### config.mk
export PLATFORM = sky130hd
export DESIGN_NAME = ov7670_frame_meter
export DESIGN_NICKNAME = d
export VERILOG_FILES = /design/src/rtl/ov7670_frame_meter.sv
export SDC_FILE = /design/constraint.sdc
export NUM_CORES = 1
export LEC_CHECK = 0
export BUFFER_PORTS_ARGS = -buffer_cell sky130_fd_sc_hd__buf_2
export CAP_MARGIN = 20
export CORE_MARGIN = 5
export CORE_UTILIZATION = 61
export CTS_BUF_LIST = sky130_fd_sc_hd__clkbuf_8 sky130_fd_sc_hd__clkbuf_16
export CTS_CLUSTER_DIAMETER = 80
export DETAILED_ROUTE_END_ITERATION = 10
export GPL_ROUTABILITY_DRIVEN = 0
export PLACE_DENSITY = 0.79
export REMOVE_ABC_BUFFERS = 1
export SLEW_MARGIN = 20
export SYNTH_ARGS = -nofsm -noshare
export SYNTH_HDL_FRONTEND = slang
export SYNTH_SLANG_ARGS = --single-unit
### constraint.sdc
create_clock -name reloj -period 2.32 [get_ports reloj]
set_clock_uncertainty 0.15 [all_clocks]
set_input_delay 0.58 -clock reloj [delete_from_list [all_inputs] [get_ports reloj]]
set_output_delay 0.58 -clock reloj [all_outputs]
set_load 0.02 [all_outputs]
### src/rtl/ov7670_frame_meter.sv
// OV7670 frame timing meter: bytes/frame, lines/frame, last-line bytes and frame count from HREF/VSYNC.
// Latency: results and frame_valid appear the cycle after the frame-ending VSYNC rise; LEDs add one cycle after sel.
// Backpressure: none; a passive observer of the camera timing, it never stalls the capture path.
// Optional: define OV7670_LINE_CHECK_EN to add line_err (per-frame line-length consistency flag).
module ov7670_frame_meter #(
  parameter int BYTE_W  = 20,
  parameter int LINE_W  = 10,
  parameter int LBYTE_W = 12,
  parameter int FRAME_W = 8,
  parameter int LED_W   = 16
) (
  input  logic             reloj,
  input  logic             rst,
  input  logic             HREF,
  input  logic             VSYNC,
  input  logic             mode,
  input  logic             arm,
  input  logic [1:0]       sel,
  output logic [LED_W-1:0] LEDs,
  output logic             frame_valid,
  output logic             busy,
  output logic             ovf
`ifdef OV7670_LINE_CHECK_EN
  ,
  output logic             line_err
`endif
);

  typedef enum logic [1:0] {
    IDLE  = 2'd0,
    ARMED = 2'd1,
    COUNT = 2'd2,
    DONE  = 2'd3
  } state_t;

  state_t state_q, state_d;

  logic past_href, past_vsync;
  logic vs_rise, active, line_open, close_line;
  logic clr_work, end_frame, cnt_en, sat_event, ovf_clr;

  logic [BYTE_W-1:0]  byte_cnt, res_bytes;
  logic [LINE_W-1:0]  line_cnt, res_lines, line_inc;
  logic [LBYTE_W-1:0] lbyte_cnt, last_lbyte, res_last;
  logic [FRAME_W-1:0] frame_cnt;

  assign vs_rise = VSYNC & ~past_vsync;
  assign active  = HREF & ~VSYNC;
  // A line is open when the previous cycle carried an active byte; it closes when
  // HREF drops or when VSYNC rises underneath a still-high HREF.
  assign line_open  = past_href & ~past_vsync;
  assign close_line = line_open & (~HREF | VSYNC);
  assign line_inc   = (&line_cnt) ? line_cnt : line_cnt + LINE_W'(1);

  assign sat_event = (cnt_en & active & ((&byte_cnt) | (&lbyte_cnt)))
                   | ((cnt_en | end_frame) & close_line & (&line_cnt));

  // State register.
  always_ff @(posedge reloj) begin
    if (rst) state_q <= IDLE;
    else     state_q <= state_d;
  end

  // Next-state logic and per-cycle control strobes.
  always_comb begin
    state_d   = state_q;
    clr_work  = 1'b0;
    end_frame = 1'b0;
    cnt_en    = 1'b0;
    busy      = 1'b0;
    case (state_q)
      IDLE: begin
        if (arm) state_d = ARMED;
      end
      ARMED: begin
        busy = 1'b1;
        if (vs_rise) begin
          clr_work = 1'b1;
          state_d  = COUNT;
        end
      end
      COUNT: begin
        busy = 1'b1;
        if (vs_rise) begin
          end_frame = 1'b1;
          clr_work  = 1'b1;
          state_d   = mode ? COUNT : DONE;
        end else begin
          cnt_en = 1'b1;
        end
      end
      DONE: begin
        if (arm) state_d = ARMED;
      end
      default: state_d = IDLE;
    endcase
  end

  // Edge history, working counters, result latches and overflow flag.
  always_ff @(posedge reloj) begin
    if (rst) begin
      past_href   <= 1'b0;
      past_vsync  <= 1'b0;
      frame_valid <= 1'b0;
      ovf_clr     <= 1'b0;
      ovf         <= 1'b0;
      byte_cnt    <= '0;
      line_cnt    <= '0;
      lbyte_cnt   <= '0;
      last_lbyte  <= '0;
      res_bytes   <= '0;
      res_lines   <= '0;
      res_last    <= '0;
      frame_cnt   <= '0;
    end else begin
      past_href   <= HREF;
      past_vsync  <= VSYNC;
      frame_valid <= end_frame;
      ovf_clr     <= clr_work;

      if (end_frame) begin
        res_bytes <= byte_cnt;
        res_lines <= close_line ? line_inc : line_cnt;
        res_last  <= close_line ? lbyte_cnt : last_lbyte;
        frame_cnt <= frame_cnt + FRAME_W'(1);
      end

      if (clr_work) begin
        byte_cnt   <= '0;
        line_cnt   <= '0;
        lbyte_cnt  <= '0;
        last_lbyte <= '0;
      end else if (cnt_en) begin
        if (active) begin
          if (!(&byte_cnt))  byte_cnt  <= byte_cnt + BYTE_W'(1);
          if (!(&lbyte_cnt)) lbyte_cnt <= lbyte_cnt + LBYTE_W'(1);
        end
        if (close_line) begin
          line_cnt   <= line_inc;
          last_lbyte <= lbyte_cnt;
          lbyte_cnt  <= '0;
        end
      end

      // The frame-end result keeps its flag visible for one cycle, then the new frame starts clean.
      if (sat_event)    ovf <= 1'b1;
      else if (ovf_clr) ovf <= 1'b0;
    end
  end

  // Registered LED source mux; every value is zero-extended or truncated to LED_W.
  always_ff @(posedge reloj) begin
    if (rst) begin
      LEDs <= '0;
    end else begin
      case (sel)
        2'd0:    LEDs <= LED_W'(32'(res_bytes));
        2'd1:    LEDs <= LED_W'(32'(res_lines));
        2'd2:    LEDs <= LED_W'(32'(res_last));
        default: LEDs <= LED_W'(32'(frame_cnt));
      endcase
    end
  end

`ifdef OV7670_LINE_CHECK_EN
  logic [LBYTE_W-1:0] ref_lbyte;
  logic               have_ref;

  // First closed line of a frame sets the reference length; later mismatches stick until the next frame.
  always_ff @(posedge reloj) begin
    if (rst) begin
      ref_lbyte <= '0;
      have_ref  <= 1'b0;
      line_err  <= 1'b0;
    end else if (clr_work) begin
      ref_lbyte <= '0;
      have_ref  <= 1'b0;
      line_err  <= 1'b0;
    end else if (cnt_en && close_line) begin
      if (!have_ref) begin
        ref_lbyte <= lbyte_cnt;
        have_ref  <= 1'b1;
      end else if (lbyte_cnt != ref_lbyte) begin
        line_err <= 1'b1;
      end
    end
  end
`endif

endmodule

Word level (Yosys, flattened, before mapping):

Index checks and enable logic that the tools add are counted.

* register bits after elaboration: 123
* output and inout bits: 19
* word-level logic and storage cells: 77

* $add $sub $neg: 4
* equal/unequal tests: 9
* multiplexer cells: 20
* bitwise operators: 16
* reduce and logical (&&, ||, !) cells: 13

Operator list (count)
* $mux W12: 4
* $pmux W16 S3: 1
* $add A20 B1 Y20 const B: 1
* $mux W10: 2
* $reduce_and A20 Y1: 1
* $add A12 B1 Y12 const B: 1
* $reduce_and A12 Y1: 1
* $add A10 B1 Y10 const B: 1
* $reduce_and A10 Y1: 1
* $mux W1: 9
* $reduce_and A3 Y1: 3
* $add A8 B1 Y8 const B: 1
* $and A1 B1 Y1: 8
* $eq A2 B2 Y1 const B: 3
* $mux W2: 3
* $ne A2 B2 Y1 const B: 3
* $pmux W2 S3: 1
* $reduce_or A2 Y1: 3
* $eq A2 B1 Y1 const B: 2
* $logic_not A2 Y1: 2
* $not A1 Y1: 4
* $or A1 B1 Y1: 4
* $reduce_bool A2 Y1: 2
* $ne A2 B1 Y1 const B: 1

Logic depth before layout (Yosys ltp):

* depth in word-level cells: 9
* depth in mapped cells: 9
* mapped depth without buffers: 6

Least setup slack after synthesis:

Ideal clock, no wire load.

* path type: input to register
* start: input port VSYNC
* end: register lbyte_cnt[8]
* setup time: 74 ps
* data arrival time: 1858 ps
* path slack: 239 ps
* stages on the path: 5
* cells stage by stage: clkbuf_2 nand3b_1 or3_1 or4_1 a21oi_1

* cells in the longest elaborated chain, start to end: 4

RTL lines
* start, declared: RTL line 15 `input logic VSYNC,`
* $or A1 B1 Y1, or another cell as far along: RTL line 52 `assign close_line = line_open & (~HREF | VSYNC);`
* $and A1 B1 Y1, or another cell as far along: RTL line 52
* $ne A2 B2 Y1 (no source line), or another cell as far along
* $reduce_and A3 Y1 (no source line) / $reduce_or A2 Y1 (equally long branches)
* end signal, assigned: RTL line 136 `if (!(&lbyte_cnt)) lbyte_cnt <= lbyte_cnt + LBYTE_W'(1);`
* end, declared: RTL line 44 `logic [LBYTE_W-1:0] lbyte_cnt, last_lbyte, res_last;`

Several ways; a longest one is shown, not always the timed one.
A chain may end at the register's enable or synchronous reset.

Worst setup path after layout:

* start: register state_q[0]
* end: output port busy

* cells in the longest elaborated chain, start to end: 3

RTL lines
* start, declared: RTL line 36 `state_t state_q, state_d;`
* start signal, assigned: RTL line 61 `else state_q <= state_d;`
* $eq A2 B2 Y1 / $eq A2 B1 Y1 (equally long branches): RTL line 71 `case (state_q)`
* $reduce_or A2 Y1 (no source line) (*)
* $mux W1 (*): RTL line 71
* end, declared: RTL line 21 `output logic busy,`

Every way passes the cells marked *; elsewhere a longest branch is shown, timed or not.

==> report_table.html <==
<table>
<tr><th>Metric</th><th>Value</th></tr>
<tr><th colspan="2">GRT</th></tr>
<tr><td>Number of global-route vias before repair</td><td>5,050</td></tr>
<tr><td>GRT Overall Usage</td><td>0.264</td></tr>
<tr><td>First-pass GRT wire length</td><td>24,300 um</td></tr>
<tr><td>Largest net degree at the start of global routing</td><td>70</td></tr>
<tr><td>Overall overflow remaining after global route</td><td>0</td></tr>
<tr><td>Antenna violations before repair</td><td>0</td></tr>
<tr><th colspan="2">Setup path</th></tr>
<tr><td>Worst Reg-to-Reg Cells</td><td>5</td></tr>
<tr><td>Reg2Reg Setup Slack</td><td>150 ps</td></tr>
<tr><td>Crit path launch</td><td>state_q[0]$_SDFFE_PP0P_</td></tr>
<tr><td>Ordered cell list for the critical path</td><td>inv_1 -&gt; ha_4 -&gt; inv_1 -&gt; buf_2</td></tr>
<tr><td>Endpoint type of the worst setup path</td><td>output port</td></tr>
<tr><td>Worst flop-to-flop path endpoint</td><td>res_lines[5]$_SDFFE_PP0P_</td></tr>
<tr><td>Type of element launching the critical path</td><td>register</td></tr>
<tr><td>Max stage delay on crit path</td><td>380 ps</td></tr>
<tr><td>Reg-to-reg critical path startpoint</td><td>line_cnt[0]$_SDFFE_PP0N_</td></tr>
<tr><td>Highest net fanout along the worst path</td><td>4</td></tr>
<tr><td>Slowest stage cell on the critical path</td><td>dfxtp_1</td></tr>
<tr><td>Cell seen most often among critical-path stages</td><td>inv_1</td></tr>
<tr><td>Arrival time worst endpoint</td><td>1500 ps</td></tr>
<tr><td>Required time at the worst-slack endpoint</td><td>1590 ps</td></tr>
<tr><td>Crit path kind</td><td>register to output port</td></tr>
<tr><th colspan="2">Power and ir drop</th></tr>
<tr><td>Switching power of the nets</td><td>1420 uW</td></tr>
<tr><td>Pint</td><td>4110 uW</td></tr>
<tr><td>Clk network pwr share</td><td>0.478</td></tr>
<tr><td>Total Power Consumption</td><td>5530 uW</td></tr>
<tr><td>Total power divided by cell area</td><td>838 mW/mm^2</td></tr>
<tr><td>Sw frac</td><td>0.256</td></tr>
<tr><td>Leakage power of the design</td><td>0.00222 uW</td></tr>
<tr><td>Max rail drop VDD</td><td>0.445 mV</td></tr>
<tr><td>Relative contribution of combinational cells to total power</td><td>0.111</td></tr>
<tr><td>Sequential share of power</td><td>0.411</td></tr>
<tr><th colspan="2">Yosys</th></tr>
<tr><td>Synth warn</td><td>0</td></tr>
<tr><td>Number of synthesized register bits</td><td>123</td></tr>
<tr><td>Share of synthesized cell area in full adder, half adder and majority cells</td><td>0.0155</td></tr>
<tr><td>Main combinational cell family by area after synthesis</td><td>simple AND/OR/NAND/NOR gates</td></tr>
<tr><td>Number of synthesized flops with an enable pin</td><td>0</td></tr>
<tr><td>Share of flip-flops with an asynchronous set or reset</td><td>0</td></tr>
<tr><td>Number of distinct library cells after synthesis</td><td>54</td></tr>
<tr><td>Post-Synth XOR/XNOR Area</td><td>0.00933</td></tr>
<tr><td>Largest area contributor in the synthesized netlist</td><td>dfxtp_1</td></tr>
<tr><td>Share of the synthesized area in the top cell type</td><td>0.437</td></tr>
<tr><td>Cell Area, Synth</td><td>0.00563 sq mm</td></tr>
<tr><td>Most common flop cell mapped by yosys</td><td>dfxtp_1</td></tr>
<tr><td>Seq/Total Area, Yosys</td><td>0.437</td></tr>
<tr><td>Synthesized-area fraction occupied by and/or/nand/nor cells</td><td>0.273</td></tr>
<tr><td>Post-synthesis compound-gate area fraction</td><td>0.165</td></tr>
<tr><td>Portion of netlist area occupied by mux cells</td><td>0.0569</td></tr>
<tr><td>Average cell area after synthesis</td><td>8.47 sq um</td></tr>
<tr><td>Count of mapped cells out of synthesis</td><td>665</td></tr>
<tr><td>Top area cells in the synthesized netlist</td><td>dfxtp_1, nand2_1, a21oi_1, mux4_2, nor2_1</td></tr>
<tr><th colspan="2">STA</th></tr>
<tr><td>Relative max-transition margin</td><td>0.511</td></tr>
<tr><td>Worst path setup slack after routing</td><td>89.3 ps</td></tr>
<tr><td>Endpoints failing setup</td><td>0</td></tr>
<tr><td>Worst-margin pin slew</td><td>726 ps</td></tr>
<tr><td>Highest attainable clock frequency</td><td>0.448 GHz</td></tr>
<tr><td>Share of the clock period used by the worst path after layout</td><td>0.961</td></tr>
<tr><td>RSZ-0062 raised after global routing</td><td>yes</td></tr>
<tr><td>Hold Vio Cnt, Final</td><td>0</td></tr>
<tr><td>Post-route minimum period</td><td>2230 ps</td></tr>
<tr><td>Max-slew violation total from the final report</td><td>0</td></tr>
<tr><th colspan="2">Clock tree</th></tr>
<tr><td>Total clock buffers created by CTS</td><td>17</td></tr>
<tr><td>Root Buffer</td><td>clkbuf_8</td></tr>
<tr><td>Latest clock arrival within the worst-skew pair</td><td>510 ps</td></tr>
<tr><td>Post-CTS Setup Repair Bufs</td><td>0</td></tr>
<tr><td>Clock Sink Count</td><td>123</td></tr>
<tr><td>Resized Gates After CTS</td><td>0</td></tr>
<tr><td>H-tree depth</td><td>4</td></tr>
<tr><td>Hold buffer count at cts</td><td>0</td></tr>
<tr><td>Buffer depth of the longest clock path</td><td>2</td></tr>
<tr><td>Clock transition at the registers of the reported paths</td><td>60 ps</td></tr>
<tr><td>TritonCTS clock tree</td><td>done</td></tr>
<tr><th colspan="2">Floorplanning</th></tr>
<tr><td>Overall die area</td><td>0.0113 sq mm</td></tr>
<tr><td>Standard-cell row count</td><td>35</td></tr>
<tr><td>Area of the core region</td><td>0.00911 sq mm</td></tr>
<tr><td>Overall die width</td><td>106 um</td></tr>
<tr><td>Die H</td><td>106 um</td></tr>
<tr><td>Ports</td><td>27</td></tr>
<tr><td>Initial Util</td><td>0.618</td></tr>
<tr><th colspan="2">Min path</th></tr>
<tr><td>Hold-critical path endpoint</td><td>past_href$_SDFF_PP0_</td></tr>
<tr><td>Type of the most critical hold path</td><td>primary input to register</td></tr>
<tr><td>Hold Crit Start</td><td>HREF</td></tr>
<tr><td>Cell depth of the worst min-delay path</td><td>2</td></tr>
<tr><th colspan="2">Finish</th></tr>
<tr><td>Area of the multi-input gates</td><td>0.00296 sq mm</td></tr>
<tr><td>Nets@finish</td><td>708</td></tr>
<tr><td>Commonest cells after routing, fill and taps aside</td><td>nand2_1, dfxtp_1, a21oi_1</td></tr>
<tr><td>Filler Cell Count</td><td>671</td></tr>
<tr><td>Antenna diodes</td><td>0</td></tr>
<tr><td>Area growth, synth to finish</td><td>17.1%</td></tr>
<tr><td>Fraction of layout instances using a drive strength above 1</td><td>0.149</td></tr>
<tr><td>Layout Cells excl Fill</td><td>816</td></tr>
<tr><td>Share of the core filled with cells in the final layout</td><td>0.724</td></tr>
<tr><td>Commonest non-fill, non-tap cell in the layout</td><td>nand2_1</td></tr>
<tr><td>Register cell area after layout</td><td>0.00246 sq mm</td></tr>
<tr><td>Area of all placed cells without fillers</td><td>0.00660 sq mm</td></tr>
<tr><th colspan="2">Drt</th></tr>
<tr><td>Wire per inst</td><td>17.5 um</td></tr>
<tr><td>Overall routed net length</td><td>14,300 um</td></tr>
<tr><td>Number of DRC markers after the initial detailed-route iteration</td><td>453</td></tr>
<tr><td>Average vias per placed instance</td><td>6.40</td></tr>
<tr><td>Post-route DRC violation count</td><td>0</td></tr>
<tr><td>Number of vias in the routed layout</td><td>5,226</td></tr>
<tr><td>Total iterations of the first detailed-routing run</td><td>5</td></tr>
<tr><td>Remaining number of nets flagged by the antenna check after routing</td><td>0</td></tr>
<tr><th colspan="2">Run</th></tr>
<tr><td>Total of max-cap violations</td><td>0</td></tr>
<tr><th colspan="2">Placement</th></tr>
<tr><td>Number of placed cells counting well taps</td><td>785</td></tr>
<tr><td>Place WS</td><td>56.0 ps</td></tr>
<tr><td>Port Buf Inserts</td><td>26</td></tr>
<tr><td>Area of placed instances</td><td>0.00598 sq mm</td></tr>
<tr><td>Final HPWL from detailed placement</td><td>9660 um</td></tr>
<tr><th colspan="2">Status</th></tr>
<tr><td>Result of the run</td><td>finished, final reports clean</td></tr>
</table>
-- worst max-delay path, delay by kind of cell (launching register included) --
kind	cells	cell delay, ps
buffers and inverters	3	350
adder cells (fa/ha/maj)	1	260
flip-flops	1	380
-- metrics by stage --
stage,hold WS [ps],setup TNS [ps]
final,232,0
after global routing,236,-39.9
after CTS,219,0
after detailed placement,292,0
after global placement,287,0
after floorplan,273,-2520
-- worst max-delay path by stage --
stage / cells after the start / to / slack [ps]
finish: 4 / busy / 90
global route: 4 / res_lines[8]$_SDFFE_PP0P_ / -20
CTS: 4 / busy / 3
detailed placement: 6 / line_cnt[0]$_SDFFE_PP0N_ / 60
global placement: 6 / line_cnt[0]$_SDFFE_PP0N_ / 90
floorplan: 6 / res_lines[7]$_SDFFE_PP0P_ / -390
-- power groups by stage --
| stage | clock (uW) | combinational (uW) | sequential, uW |
|---|---|---|---|
| after floorplan | 0 | 341 | 2300 |
| after global placement | 0 | 564 | 2310 |
| after detailed placement | 0 | 585 | 2310 |
| after CTS | 2650 | 587 | 2270 |
| after global routing | 2760 | 676 | 2280 |
| final | 2640 | 612 | 2270 |
-- sequential cells by signal, summed over array words and instances (netlist names) --
name / count
last_lbyte: 12
frame_cnt: 8
past_vsync: 1
frame_valid: 1
res_bytes: 16
ovf_clr: 1
byte_cnt: 20
lbyte_cnt: 12
LEDs: 16
res_last: 12
ovf: 1
past_href: 1
line_cnt: 10
res_lines: 10
state_q: 2
-- synth_stat cells, types with 4 or more instances --
library cell    n
a21oi_1        67
buf_1           5
nor4_1         10
or4_1          19
a211oi_1        6
nor3_1         12
o21ai_0        10
nor2_1         39
nand2_1       124
nand3_1        19
a311oi_1       16
or2_2           4
nor2b_1        14
o211ai_1        4
dfxtp_1       123
or3_1          16
a31oi_1         5
mux2i_1        14
nand4_1        16
and2_1          8
buf_2          13
o31ai_1        17
ha_1            7
and4_1          5
inv_1          14
clkbuf_1       25
mux4_2          8
-- metal layers --
layer  global-route usage  share of wire
met1                0.322           0.41
met2                0.452           0.49
met5                    0              0
met3               0.0559          0.059
met4                0.111          0.034
-- kinds of logic (layout without fill, tap and decap cells) --
group	count (synthesis)	count (layout)
buf+inv	59	99
xor+xnor	6	6
compound gates	144	144
fa+ha+maj	7	7
mux	22	22
flops	123	123
simple gates	304	304
-- final cells by class --
cell class,instances,area share
inverters,14,0.00797
flip-flops and latches,123,0.373
well taps,111,0.0211
multi-input cells,483,0.448
clock buffers,18,0.0649
repair buffers,54,0.0592
clock inverters,13,0.0254
Note: power is estimated with default switching activity, not from simulation.
